`src/rtl/debounce_pkg.sv`:
```
// Shared types and sizing helpers for the input debouncer and other pin conditioners.
package debounce_pkg;

  typedef enum logic {
    IDLE    = 1'b0,
    CONFIRM = 1'b1
  } db_state_t;

  // Width needed to hold the values 0..n.
  function automatic int cnt_width(int n);
    return $clog2(n + 1);
  endfunction

endpackage

```
`src/rtl/sync_chain.sv`:
```
// Plain flop chain that brings an asynchronous pin into the clk domain.
module sync_chain #(
  parameter int   STAGES    = 2,
  parameter logic RESET_VAL = 1'b0
) (
  input  logic clk,
  input  logic reset,
  input  logic d_i,
  output logic q_o
);

  logic [STAGES-1:0] s;

  // Nothing sits between the stages so every flop gets a full cycle to resolve.
  always_ff @(posedge clk) begin
    if (reset) begin
      s <= {STAGES{RESET_VAL}};
    end else begin
      s <= {s[STAGES-2:0], d_i};
    end
  end

  assign q_o = s[STAGES-1];

endmodule

```
`src/rtl/input_debouncer.sv`:
```
// Synchronises a bouncy raw pin and only follows it after DEBOUNCE_CYCLES stable cycles.
module input_debouncer
  import debounce_pkg::*;
#(
  parameter int   SYNC_STAGES     = 2,
  parameter int   DEBOUNCE_CYCLES = 4,
  parameter logic RESET_VAL       = 1'b0
) (
  input  logic clk,
  input  logic reset,
  input  logic raw_i,
  output logic a_o,
  output logic busy_o,
  output logic change_o
);

  localparam int CNT_W = cnt_width(DEBOUNCE_CYCLES);
  localparam logic [CNT_W-1:0] CNT_ONE  = CNT_W'(1);
  localparam logic [CNT_W-1:0] CNT_LAST = CNT_W'(DEBOUNCE_CYCLES - 1);

  logic             sync_q;
  db_state_t        state;
  logic [CNT_W-1:0] cnt;
  logic             a_q;
  logic             change_q;

  sync_chain #(
    .STAGES    (SYNC_STAGES),
    .RESET_VAL (RESET_VAL)
  ) u_sync (
    .clk   (clk),
    .reset (reset),
    .d_i   (raw_i),
    .q_o   (sync_q)
  );

  // cnt counts cycles in which sync_q has differed from a_q; the first one is seen in IDLE.
  always_ff @(posedge clk) begin
    if (reset) begin
      state    <= IDLE;
      cnt      <= '0;
      a_q      <= RESET_VAL;
      change_q <= 1'b0;
    end else begin
      change_q <= 1'b0;
      case (state)
        IDLE: begin
          cnt <= '0;
          if (sync_q != a_q) begin
            if (DEBOUNCE_CYCLES == 1) begin
              a_q      <= sync_q;
              change_q <= 1'b1;
            end else begin
              state <= CONFIRM;
              cnt   <= CNT_ONE;
            end
          end
        end
        CONFIRM: begin
          if (sync_q == a_q) begin
            state <= IDLE;
            cnt   <= '0;
          end else if (cnt == CNT_LAST) begin
            state    <= IDLE;
            cnt      <= '0;
            a_q      <= sync_q;
            change_q <= 1'b1;
          end else begin
            cnt <= cnt + CNT_ONE;
          end
        end
        default: begin
          state <= IDLE;
          cnt   <= '0;
        end
      endcase
    end
  end

  assign a_o      = a_q;
  assign change_o = change_q;
  // busy_o doubles as the state debug view: the FSM has only two states.
  assign busy_o   = (state == CONFIRM);

endmodule

```
`config.mk`:
```
export PLATFORM = sky130hd
export DESIGN_NAME = input_debouncer
export DESIGN_NICKNAME = d
export VERILOG_FILES = /design/src/rtl/debounce_pkg.sv /design/src/rtl/sync_chain.sv /design/src/rtl/input_debouncer.sv
export SDC_FILE = /design/constraint.sdc
export NUM_CORES = 1
export LEC_CHECK = 0
export CAP_MARGIN = 20
export CORE_AREA = 2 2 39 41
export CTS_BUF_LIST = sky130_fd_sc_hd__clkbuf_4 sky130_fd_sc_hd__clkbuf_8
export CTS_CLUSTER_DIAMETER = 50
export DETAILED_ROUTE_END_ITERATION = 10
export DIE_AREA = 0 0 41 43
export DONT_BUFFER_PORTS = 1
export GPL_TIMING_DRIVEN = 0
export SETUP_SLACK_MARGIN = 0.15
export SLEW_MARGIN = 20
export SYNTH_ARGS = -nofsm -noshare
export SYNTH_HDL_FRONTEND = slang
export SYNTH_HIERARCHICAL = 1
export SYNTH_SLANG_ARGS = --single-unit
```
`constraint.sdc`:
```
create_clock -name clk -period 3 [get_ports clk]
set_input_delay 0.6 -clock clk [delete_from_list [all_inputs] [get_ports clk]]
set_output_delay 0.6 -clock clk [all_outputs]
set_load 0.02 [all_outputs]
```
==> results by group, run 1 <==
Cells and area
  • Area Overhead vs Synth: 14.17%
  • Final Non-Filler Cells: 44
  • Share of cells above drive strength 1: approximately 25%
  • Commonest non-fill, non-tap cell in the layout: dfxtp_1
  • Antenna cells: 0
  • Commonest non-fill, non-tap cells in the layout: 8 x dfxtp_1, 3 x clkbuf_4, 2 x nor3_1, 2 x ha_1, 2 x nor2b_1
  • Nets: 35

Synthesis
  • Synth Cell Area: 300.3 sq um
  • Synthesized flop and latch total: 8
  • Syn avg cell area: 12.01 sq um
  • Syn Inst Count: 25
  • Netlist cell types: 15
  • Seq/Total Area, Yosys: 53.33%
  • Syn nets: 30
  • Synth warn: 6

Route
  • Mean routed wirelength per cell: 10.41 um
  • Post-route DRC: 0
  • DR pass1 iterations: 2
  • DRT antenna net count: 0
  • Via-to-Cell Ratio: 4.091
  • DRT Wirelength: 458 um
  • Iteration-0 DRC Markers: 1
  • Total number of vias: between 150 and 200

Timing
  • FMAX: 726.7 MHz
  • Clock skew: between 0.0015 and 0.002 ns
  • RSZ-0062 raised after global routing: no
  • Fin. max-slew vios: 0
  • Min Clock Period, post-route: 1.376 ns
  • Worst slew pin tran: 0.3600 ns
  • Setup violators final: 0
  • Crit share post-route: between 40% and 50%
  • Final Hold Vio Count: 0
  • Max-slew headroom: 75.96%
  • Setup TNS: 0 ns

Worst setup path
  • Worst reg2reg setup slack: 1.74 ns
  • Critical Path RT: 2.40 ns
  • CP Launch Type: flip-flop
  • Critical Path Fanout Max: 6
  • Beginning of the critical path: busy_o
  • Crit path DAT: 0.78 ns
  • CP endpoint kind: output pin
  • RR Startpoint: cnt[0]
  • Crit Path Class: reg2out

Place
  • Placed instance count: 41
  • Post-DP HPWL: ~360 um
  • GP Congestion: 0.5657
  • PortBufs: 0

Floorplanning
  • DIE HEIGHT: 43 um
  • I/O pins: 6
  • Starting Density: 21.70%
  • Die width: ~41 um
  • # rows: 14
  • Die Area: 1763 sq um
  • Core footprint: 1384 sq um

Hold path
  • Hold Crit Class: in2reg
  • Hold Crit Start: reset

Global routing
  • First-pass GRT wire length: 793 um
  • Largest net degree at the start of global routing: 9
  • Grt ovf: 0
  • Number of global-route vias before repair: 198
  • Gr usage total: 6.963%
  • Antenna violations before repair: 0

CTS
  • CTS buffer count: 3
  • # H-tree levels: 1
  • Post-CTS Resized: 0
  • TritonCTS clock tree: done
  • Reg clk slew, reported paths: 0.05 ns
  • Num Clock Sinks: 8
  • Post-CTS setup repair buffer count: 0
  • Clock Tree Root: clkbuf_4
  • Clock latency on the worst-skew pair: between 0.2 and 0.25 ns
  • Clk buf depth: 2
  • Hold Buf Count CTS: 0

Run status
  • Outcome: finished clean

Power
  • LEAKAGE: around 0.00012 uW
  • Peak supply drop: 263.1 uV
  • Pwr Density: 561.6 nW/um^2

Flow run
  • Max cap viols: 0
## stage by stage
| stage | instance area (sq um) | hold WS, ns | utilization (%) | worst slack [ns] | total power, uW |
|---|---|---|---|---|---|
| after floorplan | 300.3 | 0.4138 | - | 1.851 | 115.4 |
| after global placement | 320.3 | 0.4213 | 23.15 | 1.767 | 116.0 |
| after detailed placement | 320.3 | 0.4364 | 23.15 | 1.751 | 116.2 |
| after CTS | 342.8 | 0.4093 | 24.77 | 1.615 | 196.8 |
| after global routing | 342.8 | 0.4067 | 24.77 | 1.580 | 200.6 |
| final | 342.8 | 0.4186 | 24.77 | 1.624 | 192.5 |
## routing by layer
| layer | vias up | global-route usage [%] | share of wire (%) |
|---|---|---|---|
| met3 | 0 | 3.665 | 6.1 |
| met1 | 82 | 7.516 | 41 |
| met4 | 0 | 6.000 | 0 |
| met5 | - | 0 | 0 |
| met2 | 4 | 9.375 | 53 |
| li1 | 94 | - | - |
## flip-flops by register name (all words and copies together), names as in the netlist
name	count
a_o	1
cnt	3
change_o	1
busy_o	1
u_sync/s	2
## path summary, 6_finish.rpt
| path | to | depth (start not counted) |
|---|---|---|
| min reg2reg | u_sync/s[1] | 1 |
| min | cnt[1] | 1 |
| max | busy_o | 0 |
| max reg2reg | cnt[1] | 4 |
## cells in the mapped netlist, drive strengths merged
cell	number	area share [%]
dfxtp	8	53
nand2	1	1.2
ha	2	8.3
nor2b	2	4.2
xnor2	1	5.4
nor4b	1	5.0
nand2b	1	2.1
nor4	1	4.2
nand3	1	1.7
nor3	2	3.3
o21a	1	2.5
inv	1	1.2
a21bo	1	3.3
a21oi	1	1.7
nor3b	1	2.5
## logic make-up (layout without fill, tap and decap cells)
family                     Yosys count  in the layout  share of synthesized area, %
AOI/OAI and AO/OA                    3              3                         7.499
and+or+nand+nor                     10             10                         24.16
buffers and inverters                1              4                         1.249
adders and majority gates            2              2                         8.332
xor gates and xnor gates             1              1                         5.418
DFF                                  8              8                         53.33
## final cells by class
type,instances,area [sq um]
fill,145,1041
sequential,8,160.2
multi-input combinational,16,136.4
clock buffer,3,22.52
tap,16,20.02
inverter,1,3.754
## report_power, final
part	switching (uW)	total (uW)	internal, uW
Combinational	1.69	3.66	1.97
Sequential	1.85	110	108
Clock	33.1	78.7	45.5
Power figures use the tool's default switching activity.
==> run 2, diff against run 1 <==
==> constraint.sdc (replaced) <==
create_clock -name clk -period 1.1 [get_ports clk]
set_input_delay 0.22 -clock clk [delete_from_list [all_inputs] [get_ports clk]]
set_output_delay 0.22 -clock clk [all_outputs]
set_load 0.02 [all_outputs]
==> results by group, run 2 (synthesis gave the netlist of run 1 again) <==
Run status
  • Outcome: finished clean

Flow run
  • Max cap viols: 0

CTS
  • TritonCTS clock tree: done
  • CTS buffer count: 3
  • # H-tree levels: 1
  • Clock latency on the worst-skew pair: 0.26 ns
  • Clk buf depth: 2
  • Num Clock Sinks: 8
  • Clock Tree Root: clkbuf_4
  • Reg clk slew, reported paths: 0.05 ns

Worst setup path
  • Critical Path RT: 1.27 ns
  • Critical Path Fanout Max: 5
  • RR Startpoint: cnt[0]
  • Crit path DAT: 1.26 ns
  • CP Launch Type: flip-flop
  • Beginning of the critical path: cnt[0]
  • CP endpoint kind: flip-flop
  • Crit Path Class: reg2reg

Route
  • DRT antenna net count: 0
  • DR pass1 iterations: 2
  • Mean routed wirelength per cell: 12.33 um
  • Post-route DRC: 0
  • Total number of vias: between 200 and 250
  • Via-to-Cell Ratio: 4.543
  • Iteration-0 DRC Markers: 2
  • DRT Wirelength: around 570 um

Cells and area
  • Commonest non-fill, non-tap cells in the layout: 4 x dfxtp_1, 3 x dfxtp_2, 3 x clkbuf_4, 2 x ha_4, 2 x nor2b_1
  • Register area: 167.7 sq um
  • Largest register by flop count: cnt
  • Antenna cells: 0
  • Share of cells above drive strength 1: 63.33%
  • Area Overhead vs Synth: 45.42%
  • Commonest non-fill, non-tap cell in the layout: dfxtp_1
  • Biggest regs: cnt x3, u_sync/s x2
  • Nets: 37
  • Multi-input logic area: 205.2 sq um
  • Max reg flops: 3
  • Filler instances: 145

Floorplanning
  • Die Area: 1763 sq um
  • Core footprint: 1384 sq um
  • Die width: 41 um
  • I/O pins: 6
  • DIE HEIGHT: 43 um
  • # rows: 14
  • Starting Density: ~22%

Timing
  • Worst slew pin tran: 0.2779 ns
  • Max-slew headroom: 81.48%
  • Final Hold Vio Count: 0
  • FMAX: 910.0 MHz
  • Min Clock Period, post-route: 1.099 ns
  • Fin. max-slew vios: 0
  • WHS: 0.01926 ns
  • Crit share post-route: roughly 100%
  • RSZ-0062 raised after global routing: yes
  • Clock skew: around 0.0011 ns
  • Setup violators final: 0

Hold path
  • Hold Crit Start: reset
  • Hold Crit Class: in2reg

Global routing
  • First-pass GRT wire length: 855 um
  • Grt ovf: 0
  • Largest net degree at the start of global routing: 9
  • Number of global-route vias before repair: 208
  • Gr usage total: 8.274%
  • Antenna violations before repair: 0

Place
  • PortBufs: 0
  • GP Congestion: 0.5906
  • Post-DP HPWL: 352 um

Power
  • Pwr Density: 1248 nW/um^2
  • Peak supply drop: around 520 uV
  • Power, Total: 544.9 uW
  • LEAKAGE: 0.0001393 uW
-- run 2: cell types whose count changed in the layout (fill, tap and decap cells not counted), sizes merged --
cell         previous run  this run
buf                     0         1
dlygate4sd3             0         1
-- run 2: layout make-up --
class / count / area share, %
multi-input combinational: 16 / 46.99
sequential: 8 / 38.40
clock buffer: 3 / 5.158
tap: 16 / 4.585
timing repair buffer: 2 / 4.011
inverter: 1 / 0.8596
-- run 2: worst paths after layout --
| path | end | slack [ns] | cells after the start |
|---|---|---|---|
| max | cnt[1] | 0.001 | 4 |
| min reg2reg | u_sync/s[1] | 0.45 | 1 |
| min | cnt[0] | 0.02 | 1 |
| max reg2reg | cnt[1] | 0.001 | 4 |
-- run 2: stage by stage --
step / worst slack [ns] / instance area (sq um) / std cells / util [%] / setup TNS, ns
after floorplan: 0.06628 / 334.1 / 25 / - / 0
after global placement: 0.04598 / 354.1 / 41 / 25.59 / 0
after detailed placement: 0.009955 / 354.1 / 41 / 25.59 / 0
after CTS: 0.006258 / 379.1 / 44 / 27.40 / 0
after global routing: -0.02817 / 436.7 / 46 / 31.56 / -0.03890
final: 0.001051 / 436.7 / 46 / 31.56 / 0
-- run 2: worst max-delay path, cell delays in order, from the launching register on --
cell      delay, ns
dfxtp_2        0.33
ha_4           0.16
ha_4           0.17
nand2b_4       0.16
nor4b_2        0.20
-- run 2: report_power, final --
part | internal, uW | total (uW) | switching (uW)
combinational | 10.6 | 17.5 | 6.94
clock | 125 | 226 | 101
sequential | 294 | 301 | 7.18
-- run 2: per-layer routing --
layer	up-vias	routed length (um)	GRT usage, %	part of all wire [%]
met5	-	0	0	0
met4	0	19	6.000	3.4
met3	5	62	8.377	11
met2	9	279	9.063	49
met1	97	205	9.150	36
li1	98	-	-	-
-- run 2: what timing repair did --
action / 4_1_cts / 5_1_grt
hold buffers: 0 / 1
pin swaps: 0 / 3
gates resized for setup: 2 / 8
hold endpoints to repair: 0 / 1
setup buffers: 0 / 1
setup endpoints to repair: 8 / 7
